## src/rtl/hilo_muldiv_seq_pkg.sv

```systemverilog
// Shared definitions for the HI/LO multiply/divide sequencer: op encoding,
// FSM state encoding, default datapath width and the divide-by-zero quotient.
package hilo_muldiv_seq_pkg;

  localparam int XLEN_DEF = 32;

  localparam logic [1:0] OP_MULT  = 2'b00;
  localparam logic [1:0] OP_MULTU = 2'b01;
  localparam logic [1:0] OP_DIV   = 2'b10;
  localparam logic [1:0] OP_DIVU  = 2'b11;

  // Quotient reported for a zero divisor; HI keeps the dividend.
  localparam logic [31:0] DIV0_QUOTIENT = 32'hFFFF_FFFF;

  typedef enum logic [1:0] {
    S_IDLE = 2'd0,
    S_RUN  = 2'd1,
    S_DONE = 2'd2
  } state_e;

  function automatic logic is_signed_op(input logic [1:0] op);
    return (op == OP_MULT) || (op == OP_DIV);
  endfunction

endpackage

```

## src/rtl/hilo_muldiv_seq_if.sv

```systemverilog
// Decode-stage <-> mul/div sequencer bundle. The master (decode) presents
// operations and MF requests; the slave (sequencer) returns stall and the
// HI/LO write strobes with their data.
interface hilo_muldiv_seq_if
  import hilo_muldiv_seq_pkg::*;
#(
  parameter int XLEN = XLEN_DEF
);
  logic            start;
  logic [1:0]      op;
  logic [XLEN-1:0] a;
  logic [XLEN-1:0] b;
  logic            mf_req;
  logic            flush;
  logic            busy;
  logic            stall;
  logic            hi_we;
  logic            lo_we;
  logic [XLEN-1:0] hi_out;
  logic [XLEN-1:0] lo_out;

  modport master (
    output start, op, a, b, mf_req, flush,
    input  busy, stall, hi_we, lo_we, hi_out, lo_out
  );

  modport slave (
    input  start, op, a, b, mf_req, flush,
    output busy, stall, hi_we, lo_we, hi_out, lo_out
  );
endinterface

```

## src/rtl/hilo_muldiv_seq_step.sv

```systemverilog
// One iteration of the unsigned datapath on the {acc, q} pair.
//   multiply: conditional add of m into acc, then shift {carry, acc, q} right
//   divide:   shift {acc, q} left, trial-subtract m, keep result if no borrow
// Operands are magnitudes; signs are handled by the sequencer.
module muldiv_step #(
  parameter int XLEN = 32
) (
  input  logic            is_div_i,
  input  logic [XLEN-1:0] acc_i,
  input  logic [XLEN-1:0] q_i,
  input  logic [XLEN-1:0] m_i,
  output logic [XLEN-1:0] acc_o,
  output logic [XLEN-1:0] q_o
);
  logic [XLEN:0] sum;
  logic [XLEN:0] shifted;
  logic [XLEN:0] diff;

  // Single combinational iteration; diff's top bit is the borrow, since the
  // partial remainder always stays below 2*m.
  always_comb begin
    sum     = {1'b0, acc_i} + (q_i[0] ? {1'b0, m_i} : '0);
    shifted = {acc_i, q_i[XLEN-1]};
    diff    = shifted - {1'b0, m_i};
    if (is_div_i) begin
      if (!diff[XLEN]) begin
        acc_o = diff[XLEN-1:0];
        q_o   = {q_i[XLEN-2:0], 1'b1};
      end else begin
        acc_o = shifted[XLEN-1:0];
        q_o   = {q_i[XLEN-2:0], 1'b0};
      end
    end else begin
      acc_o = sum[XLEN:1];
      q_o   = {sum[0], q_i[XLEN-1:1]};
    end
  end
endmodule

```

## src/rtl/hilo_muldiv_seq.sv

```systemverilog
// HI/LO multiply/divide sequencer. Accepts MULT/MULTU/DIV/DIVU from decode,
// retires one bit per cycle through muldiv_step, applies the sign fix and
// issues a one-cycle HI/LO write strobe. Stalls decode on MFHI/MFLO or a new
// mul/div while busy.
// Optional: MULDIV_EARLY_OUT_EN ends a multiply once the remaining multiplier
// bits are zero and a divide-by-zero after a single cycle.
//
//   state  | meaning
//   S_IDLE | waiting for start; operands latched as magnitudes on accept
//   S_RUN  | one iteration per cycle, count_q = iterations already done
//   S_DONE | result registered, HI/LO strobes high for this cycle only
module hilo_muldiv_seq
  import hilo_muldiv_seq_pkg::*;
#(
  parameter int XLEN = XLEN_DEF,
  parameter int ITER = XLEN
) (
  input  logic             clk,
  input  logic             rst,
  hilo_muldiv_seq_if.slave bus
);
  localparam int CW = $clog2(ITER);

  state_e          state_q;
  logic [CW-1:0]   count_q;
  logic            is_div_q;
  logic            div0_q;
  logic            neg_q;
  logic            rem_neg_q;
  logic            busy_q;
  logic            hi_we_q;
  logic            lo_we_q;
  logic [XLEN-1:0] acc_q;
  logic [XLEN-1:0] q_q;
  logic [XLEN-1:0] m_q;
  logic [XLEN-1:0] a_q;
  logic [XLEN-1:0] hi_out_q;
  logic [XLEN-1:0] lo_out_q;

  logic              sa_d;
  logic              sb_d;
  logic [XLEN-1:0]   a_mag_d;
  logic [XLEN-1:0]   b_mag_d;
  logic [XLEN-1:0]   acc_d;
  logic [XLEN-1:0]   q_d;
  logic [2*XLEN-1:0] prod_d;
  logic [XLEN-1:0]   quo_d;
  logic [XLEN-1:0]   rem_d;
  logic [XLEN-1:0]   res_hi_d;
  logic [XLEN-1:0]   res_lo_d;
  logic              early_d;
  logic              last_d;

  muldiv_step #(.XLEN(XLEN)) u_step (
    .is_div_i (is_div_q),
    .acc_i    (acc_q),
    .q_i      (q_q),
    .m_i      (m_q),
    .acc_o    (acc_d),
    .q_o      (q_d)
  );

  // Operand magnitudes and sign flags for the op being presented.
  always_comb begin
    sa_d    = is_signed_op(bus.op) & bus.a[XLEN-1];
    sb_d    = is_signed_op(bus.op) & bus.b[XLEN-1];
    a_mag_d = sa_d ? -bus.a : bus.a;
    b_mag_d = sb_d ? -bus.b : bus.b;
  end

`ifdef MULDIV_EARLY_OUT_EN
  logic [CW:0]     rem_cnt_d;
  logic [XLEN-1:0] rem_mask_d;

  // Bits of the multiplier still unconsumed after this iteration.
  always_comb begin
    rem_cnt_d  = (CW+1)'(ITER-1) - {1'b0, count_q};
    rem_mask_d = ({{(XLEN-1){1'b0}}, 1'b1} << rem_cnt_d) - XLEN'(1);
    early_d    = is_div_q ? div0_q : ((q_d & rem_mask_d) == '0);
  end
`else
  assign early_d = 1'b0;
`endif

  assign last_d = (count_q == CW'(ITER-1)) | early_d;

  // Final HI/LO from the post-iteration {acc, q}, with sign fix and div-by-zero.
  always_comb begin
    prod_d = {acc_d, q_d};
`ifdef MULDIV_EARLY_OUT_EN
    prod_d = prod_d >> rem_cnt_d;
`endif
    if (neg_q) prod_d = -prod_d;
    quo_d = neg_q ? -q_d : q_d;
    rem_d = rem_neg_q ? -acc_d : acc_d;
    if (is_div_q) begin
      res_hi_d = div0_q ? a_q : rem_d;
      res_lo_d = div0_q ? XLEN'(DIV0_QUOTIENT) : quo_d;
    end else begin
      res_hi_d = prod_d[2*XLEN-1:XLEN];
      res_lo_d = prod_d[XLEN-1:0];
    end
  end

  // Sequencer FSM with registered busy, strobes and result.
  always_ff @(posedge clk) begin
    if (rst) begin
      state_q   <= S_IDLE;
      count_q   <= '0;
      is_div_q  <= 1'b0;
      div0_q    <= 1'b0;
      neg_q     <= 1'b0;
      rem_neg_q <= 1'b0;
      busy_q    <= 1'b0;
      hi_we_q   <= 1'b0;
      lo_we_q   <= 1'b0;
      acc_q     <= '0;
      q_q       <= '0;
      m_q       <= '0;
      a_q       <= '0;
      hi_out_q  <= '0;
      lo_out_q  <= '0;
    end else begin
      hi_we_q <= 1'b0;
      lo_we_q <= 1'b0;
      case (state_q)
        S_IDLE: begin
          if (bus.start && !bus.flush) begin
            state_q   <= S_RUN;
            busy_q    <= 1'b1;
            count_q   <= '0;
            is_div_q  <= bus.op[1];
            div0_q    <= bus.op[1] & (bus.b == '0);
            neg_q     <= sa_d ^ sb_d;
            rem_neg_q <= sa_d;
            a_q       <= bus.a;
            acc_q     <= '0;
            // Divide iterates on the dividend with the divisor as m;
            // multiply iterates on the multiplier with the multiplicand as m.
            q_q       <= bus.op[1] ? a_mag_d : b_mag_d;
            m_q       <= bus.op[1] ? b_mag_d : a_mag_d;
          end
        end
        S_RUN: begin
          if (bus.flush) begin
            state_q <= S_IDLE;
            busy_q  <= 1'b0;
          end else begin
            acc_q   <= acc_d;
            q_q     <= q_d;
            count_q <= count_q + CW'(1);
            if (last_d) begin
              state_q  <= S_DONE;
              hi_out_q <= res_hi_d;
              lo_out_q <= res_lo_d;
              hi_we_q  <= 1'b1;
              lo_we_q  <= 1'b1;
            end
          end
        end
        default: begin
          state_q <= S_IDLE;
          busy_q  <= 1'b0;
        end
      endcase
    end
  end

  // A flush arriving in DONE must still kill the strobes of that same cycle.
  assign bus.busy   = busy_q;
  assign bus.stall  = busy_q & (bus.mf_req | bus.start);
  assign bus.hi_we  = hi_we_q & ~bus.flush;
  assign bus.lo_we  = lo_we_q & ~bus.flush;
  assign bus.hi_out = hi_out_q;
  assign bus.lo_out = lo_out_q;

endmodule

```

## src/flat_wrapper.sv

```systemverilog
// flat-port wrapper written by rule: the top's interface ports become plain ports
module hilo_muldiv_seq_flat import hilo_muldiv_seq_pkg::*;
#(
  parameter int XLEN = XLEN_DEF,
  parameter int ITER = XLEN
)
  (clk, rst, bus_start, bus_op, bus_a, bus_b, bus_mf_req, bus_flush, bus_busy, bus_stall, bus_hi_we, bus_lo_we, bus_hi_out, bus_lo_out);
  hilo_muldiv_seq_if #(.XLEN(XLEN)) bus_i ();
  input  logic clk;
  input  logic rst;
  input wire logic [$bits(bus_i.start)-1:0] bus_start;
  input wire logic [$bits(bus_i.op)-1:0] bus_op;
  input wire logic [$bits(bus_i.a)-1:0] bus_a;
  input wire logic [$bits(bus_i.b)-1:0] bus_b;
  input wire logic [$bits(bus_i.mf_req)-1:0] bus_mf_req;
  input wire logic [$bits(bus_i.flush)-1:0] bus_flush;
  output wire logic [$bits(bus_i.busy)-1:0] bus_busy;
  output wire logic [$bits(bus_i.stall)-1:0] bus_stall;
  output wire logic [$bits(bus_i.hi_we)-1:0] bus_hi_we;
  output wire logic [$bits(bus_i.lo_we)-1:0] bus_lo_we;
  output wire logic [$bits(bus_i.hi_out)-1:0] bus_hi_out;
  output wire logic [$bits(bus_i.lo_out)-1:0] bus_lo_out;
  assign bus_i.start = bus_start;
  assign bus_i.op = bus_op;
  assign bus_i.a = bus_a;
  assign bus_i.b = bus_b;
  assign bus_i.mf_req = bus_mf_req;
  assign bus_i.flush = bus_flush;
  assign bus_busy = bus_i.busy;
  assign bus_stall = bus_i.stall;
  assign bus_hi_we = bus_i.hi_we;
  assign bus_lo_we = bus_i.lo_we;
  assign bus_hi_out = bus_i.hi_out;
  assign bus_lo_out = bus_i.lo_out;
  hilo_muldiv_seq #(.XLEN(XLEN), .ITER(ITER)) u_core (.clk(clk), .rst(rst), .bus(bus_i));
endmodule
```

## config.mk

```make
export PLATFORM = sky130hd
export DESIGN_NAME = hilo_muldiv_seq_flat
export DESIGN_NICKNAME = d
export VERILOG_FILES = /design/src/rtl/hilo_muldiv_seq_pkg.sv /design/src/rtl/hilo_muldiv_seq_if.sv /design/src/rtl/hilo_muldiv_seq_step.sv /design/src/rtl/hilo_muldiv_seq.sv /design/src/flat_wrapper.sv
export SDC_FILE = /design/constraint.sdc
export NUM_CORES = 1
export LEC_CHECK = 0
export CAP_MARGIN = 5
export CORE_MARGIN = 5
export CORE_UTILIZATION = 34
export CTS_CLUSTER_SIZE = 20
export DETAILED_ROUTE_END_ITERATION = 6
export HOLD_SLACK_MARGIN = 0.1
export SYNTH_ARGS = -nofsm -noshare
export SYNTH_HDL_FRONTEND = slang
export SYNTH_HIERARCHICAL = 1
export SYNTH_SLANG_ARGS = --single-unit
```

## constraint.sdc

```tcl
create_clock -name clk -period 12 [get_ports clk]
set_input_delay 2.4 -clock clk [delete_from_list [all_inputs] [get_ports clk]]
set_output_delay 2.4 -clock clk [all_outputs]
set_load 0.05 [all_outputs]
```

==> Word-level counts from Yosys, hierarchy flattened <==
Index checks and enable logic that the tools add are counted.
{ "op_classes": {"eq_ne": 7, "n_reduce_logical": 13, "bitwise_logic": 9, "mux": 33, "addsub": 8} }
{ "ops": {"columns": ["cell", "count"], "rows": [
  ["$mux W32", 18],
  ["$neg A32 Y32", 4],
  ["$pmux W32 S2", 2],
  ["$mux W64", 1],
  ["$neg A64 Y64", 1],
  ["$add A32 B33 Y33", 1],
  ["$sub A33 B32 Y33", 1],
  ["$logic_not A32 Y1", 1],
  ["$mux W5", 2],
  ["$pmux W5 S2", 1],
  ["$mux W2", 3],
  ["$reduce_and A2 Y1", 3],
  ["$reduce_and A3 Y1", 2],
  ["$add A5 B1 Y5 const B", 1],
  ["$and A1 B1 Y1", 5],
  ["$eq A5 B5 Y1 const B", 1],
  ["$logic_not A2 Y1", 2],
  ["$mux W1", 4],
  ["$ne A2 B2 Y1 const B", 2],
  ["$pmux W2 S2", 1],
  ["$ne A3 B2 Y1 const B", 1],
  ["$reduce_or A3 Y1", 1],
  ["$eq A2 B1 Y1 const B", 1],
  ["$eq A2 B2 Y1 const B", 1],
  ["other kinds (9)", 10]
]} }
{ "totals": {"input_bits": 71, "output_inout_bits": 68, "register_bits": 205, "wordCells": 84} }

==> Depth between registers and ports, before layout <==
{ "depth": {"word_depth": 7, "mapped_depth": 21} }

==> Modules after synthesis <==
Netlist, hierarchy kept.
{ "by_module_without_submodules": {"columns": ["module", "area_each_um2", "cells_per_inst", "instances"], "rows": [
  ["hilo_muldiv_seq", 12304.3, 1613, 1],
  ["muldiv_step", 4590.7, 663, 1]
]} }

==> Least setup slack after synthesis <==
Ideal clock, no wire load.
{ "synth_path": {"path_kind": "input port to output port", "from": "in bus_flush", "to": "out bus_lo_we", "n_path_buf": 1, "t_arrival_ns": 3.460, "cell_stages": 2, "slack_ns": 6.140, "path_cell_list": "nor2b_1 > buf_4"} }
{ "synth_via": {"elab_chain_cells": 2} }
{ "synth_lines": {"columns": ["element", "line", "text"], "rows": [
  ["start, declared", "flat_wrapper.sv:16", "input wire logic [$bits(bus_i.flush)-1:0] bus_flush;"],
  ["$not A1 Y1 (no source line)", null, null],
  ["$and A1 B1 Y1", null, null],
  ["end, declared", "flat_wrapper.sv:20", "output wire logic [$bits(bus_i.lo_we)-1:0] bus_lo_we;"]
]} }
No other way between the ends.

==> Worst setup path after layout <==
{ "layout_path": {"from": "in bus_start", "to": "out bus_stall"} }
{ "layout_via": {"elab_chain_cells": 2} }
{ "layout_lines": {"columns": ["element", "line", "text"], "rows": [
  ["start, declared", "flat_wrapper.sv:11", "input wire logic [$bits(bus_i.start)-1:0] bus_start;"],
  ["$or A1 B1 Y1", "hilo_muldiv_seq.sv:171", "assign bus.stall = busy_q & (bus.mf_req | bus.start);"],
  ["$and A1 B1 Y1", "hilo_muldiv_seq.sv:171", null],
  ["end, declared", "flat_wrapper.sv:18", "output wire logic [$bits(bus_i.stall)-1:0] bus_stall;"]
]} }
No other way between the ends.

==> run summary <==
The run finished with clean final reports. The post-route netlist has 6.85% of its cells at a drive strength greater than 1. Clock period minus worst slack: 6.35 ns. Across all hold checks on the routed design, the worst slack comes to 0.459 ns. For this run, the post-layout net count is 2463. Dividing the detail-routed wire length by the instance count gives 22.3 um. Post-synthesis mux area share: 5.18%. The number of antenna cells inserted is 0. The startpoint identified for the worst register-to-register timing path is u_core/q_q[31].

The commonest cells after synthesis are sky130_fd_sc_hd__nand2_1 (263), sky130_fd_sc_hd__a21oi_1 (213), sky130_fd_sc_hd__nor2_1 (207). For the worst-case clock buffer depth, the log shows 3. After Yosys synthesis, and, or, nand and nor cells account for 23.6% of the synthesized area. Top flip-flop cell by instance count after synthesis: sky130_fd_sc_hd__dfxtp_1. When the netlist entered floorplanning its net count stood at 2419. The logs give 1 for the level count of the clock H-tree and 0 for the number of pins with negative max-slew slack in the final report. The total congestion overflow was 0. Clock-pin slew of the registers on the worst-case setup and hold paths: 0.06 ns. The tools report the worst endpoint data arrival time as 3.95 ns.

In this run, CTS created clock tree buffers numbering 24. In this run the remaining antenna-violating nets after routing total 0. The most common cell in the synthesized netlist was sky130_fd_sc_hd__nand2_1. After routing, the total negative slack on setup checks comes to 0 ns. The maximum ir drop on the vdd rail is 0.102 mV, and the post-synthesis adder-cell area fraction is 5.42%.

The floorplan step defined a die boundary enclosing 54200 um^2. The total via count after detailed routing is 18.2k, and the maximum clock rate is 0.157 GHz. Worst setup timing slack at the placement stage: 5.64 ns. Via count of the first global-routing pass: 17.1k.

The worst clock skew was 0.0175 ns. Number of port buffers: 138. The number of hold buffers added after CTS was 0. In this run the critical register-to-register path is captured at u_core/bus.hi_out[24]. Power spread over the standard cell area amounts to 105 nW/um^2.

The synthesized netlist occupies a cell area of 16900 um^2. The worst setup slack after layout was 5.65 ns; the xor/xnor cell area share of the yosys netlist was 9.18%. The floorplan step set the die height to 233 um. The data required time of the critical path is 9.60 ns.

For this run, design rule violations remaining after detail routing come to 0. The run gives 23.6% as the total global-route track usage. At the pin with the least slew margin, the transition time is 1.24 ns. Setup violations remaining at the end of the flow were counted as 0. The path class of the tightest hold or removal check is register to register. By area, the combinational part of the netlist is dominated by compound AO/OA/AOI/OAI gates. The compound-gate portion of the synthesized area is 27.1%. Setup repair after global routing left no endpoint under its margin. The logs give 5167 for the number of fillers in the final layout and 101 mm for the global-route wire length before repair.

Buffers added to address setup during post-CTS repair amount to 0. The worst setup path is launched from a primary input. TritonCTS built the clock tree.

Type of the worst setup path: primary input to output pin. Headroom to the max-slew limit came out at 17.2%. In this run the worst path has a maximum fanout of 5. After synthesis, the share of flip-flops with an asynchronous set or reset is 0%. Summed over all layers, the routed wires come to 66.9 mm. Summing the sequential cell areas from Yosys gives 24.3% of the chip area.

The clock reaches the later pin of the worst-skew pair after 0.57 ns. The setup check on the worst reg-to-reg path leaves a slack of 5.84 ns. For the number of top-level pins, the log shows 139. The first routing iteration left 2026 violations. After layout, the worst path uses 52.9% of the clock period. Relative to the synthesized area, the layout overhead comes to 16.3%. The number of enable-type register cells in the synthesized netlist works out to 0. The biggest area contributor in the post-synthesis netlist is sky130_fd_sc_hd__dfxtp_1.

Number of antenna violations at the first check in global routing: 2. The post-layout utilization of the core was 40.0%; the pin count of the biggest net entering global routing was 119. STA classifies the critical path endpoint as an output pin. The multi-input combinational cells in the finished layout cover a total of 11900 um^2. In this run the worst setup path terminates at bus_stall. By area the synthesized netlist is led by sky130_fd_sc_hd__dfxtp_1 (24%), sky130_fd_sc_hd__a21oi_1 (6.3%), sky130_fd_sc_hd__nand2_1 (5.8%).

The die extent in x works out to 233 um. The cell sitting at the root of the clock tree is a sky130_fd_sc_hd__clkbuf_16. Synthesis produced 2276 cells. Number of iterations in the first detailed-routing pass: 6. The Yosys step of the flow raised 6 warnings.

Count of unique library cells instantiated by Yosys: 98. The final HPWL from detailed placement is 50.3 mm, and the mean area per synthesized cell is 7.42 um^2. Once the floorplan was initialized, standard cells occupied 34.4% of the core.

Floorplan core area: 49100 um^2. In this run, synthesis produced a sequential element count of 205. The share of synthesized area in the top cell type comes to 24.3%. After floorplanning, the core was divided into 81 placement rows.

The total leakage power is 7.28 nW. The tools report the sequential standard cell area as 4110 um^2. The most critical setup path has its startpoint at bus_start. Clock tree synthesis found a total of 205 sinks.

Via-per-instance ratio: 6.06. The post-cts sizing count is 0. The tools report the number of failing hold endpoints at the final stage as 0.

The tool flagged a number of max-cap violations equal to 0. The number of cells on the worst reg-to-reg path works out to 21. At the end of routability-driven placement, the weighted congestion stood at 0.940.
-- placed cells by master, fill, tap and decap left out, drive strengths merged, types with 14 or more instances in the layout --
master         instances
a211oi                45
a21o                  30
a21oi                216
a31oi                 43
and2                  37
and3                  40
buf                   35
clkbuf                33
clkdlybuf4s50        137
dfxtp                205
ha                    70
inv                   74
mux2                  36
mux2i                 47
nand2                264
nand2b                14
nand3                 41
nand4                 30
nor2                 208
nor2b                 17
nor3                  48
nor4                  35
o211ai                34
o21a                  16
o21ai                127
o22ai                 22
o31ai                 41
o41ai                 22
or3                   20
or4                   21
xnor2                 96
xor2                  78
-- how the worst min path moves through the flow --
stage | from | endpoint | slack [ns] | cells after the start
finish | u_core/bus.hi_out[10] | u_core/bus.hi_out[10] | 0.46 | 2
detailed placement | u_core/a_q[20] | u_core/a_q[20] | 0.45 | 2
floorplan | u_core/a_q[23] | u_core/a_q[23] | 0.43 | 2
global placement | u_core/count_q[4] | u_core/count_q[4] | 0.44 | 2
global route | u_core/a_q[22] | u_core/a_q[22] | 0.47 | 2
CTS | u_core/count_q[4] | u_core/count_q[4] | 0.46 | 2
-- sequential cells by signal, summed over array words and instances (netlist names) --
| name | cells |
|---|---|
| u_core/a_q | 32 |
| u_core/acc_q | 32 |
| u_core/bus.busy | 1 |
| u_core/bus.hi_out | 32 |
| u_core/bus.lo_out | 32 |
| u_core/count_q | 5 |
| u_core/div0_q | 1 |
| u_core/is_div_q | 1 |
| u_core/lo_we_q | 1 |
| u_core/m_q | 32 |
| u_core/neg_q | 1 |
| u_core/q_q | 32 |
| u_core/rem_neg_q | 1 |
| u_core/state_q | 2 |
-- power by group --
part | switching [mW] | leakage, nW | internal (mW) | total (mW)
Sequential | 0.0296 | 1.67 | 0.704 | 0.733
Clock | 0.328 | 0.407 | 0.472 | 0.800
Combinational | 0.352 | 5.20 | 0.185 | 0.537
Total | 0.709 | 7.28 | 1.36 | 2.07
-- routing by layer --
metal  up-vias  share of wire (%)  wire, um  GRT usage (%)
li1       8399                  -         -              -
met1      8759                 42     28400           31.9
met2       869                 46     30800           38.5
met3       132                7.9      5270           3.47
met4         0                3.7      2500           7.92
met5         -                  0         0              0
-- worst max-delay path, stage by stage --
cell	delay, ns
sky130_fd_sc_hd__clkdlybuf4s50_1	0.59
sky130_fd_sc_hd__o21a_1	0.16
sky130_fd_sc_hd__clkdlybuf4s50_1	0.80
-- stage by stage --
step | std cells | power, mW | cell area (um^2)
3_3_place_gp | 2957 | 1.26 | 18800
2_1_floorplan | 2276 | 1.09 | 16900
3_5_place_dp | 2957 | 1.27 | 18800
5_1_grt | 2999 | 2.15 | 19600
6_report | 2999 | 2.07 | 19600
4_1_cts | 2998 | 2.07 | 19600
-- cell type report --
cell class | instances | share of cell area, %
Clock buffer | 33 | 3.54
Multi-Input combinational cell | 1843 | 60.7
Clock inverter | 8 | 0.790
Timing Repair Buffer | 172 | 8.40
Sequential cell | 205 | 20.9
Inverter | 74 | 1.41
Tap cell | 664 | 4.23
-- kinds of logic (layout without fill, tap and decap cells) --
family                   after synthesis  after routing
adder cells (fa/ha/maj)               72             72
AO/OA/AOI/OAI                        702            702
flip-flops                           205            205
XOR/XNOR                             174            174
multiplexers                          83             83
AND/OR/NAND/NOR                      812            812
buffers and inverters                228            287
(Power assumes the default switching activity.)
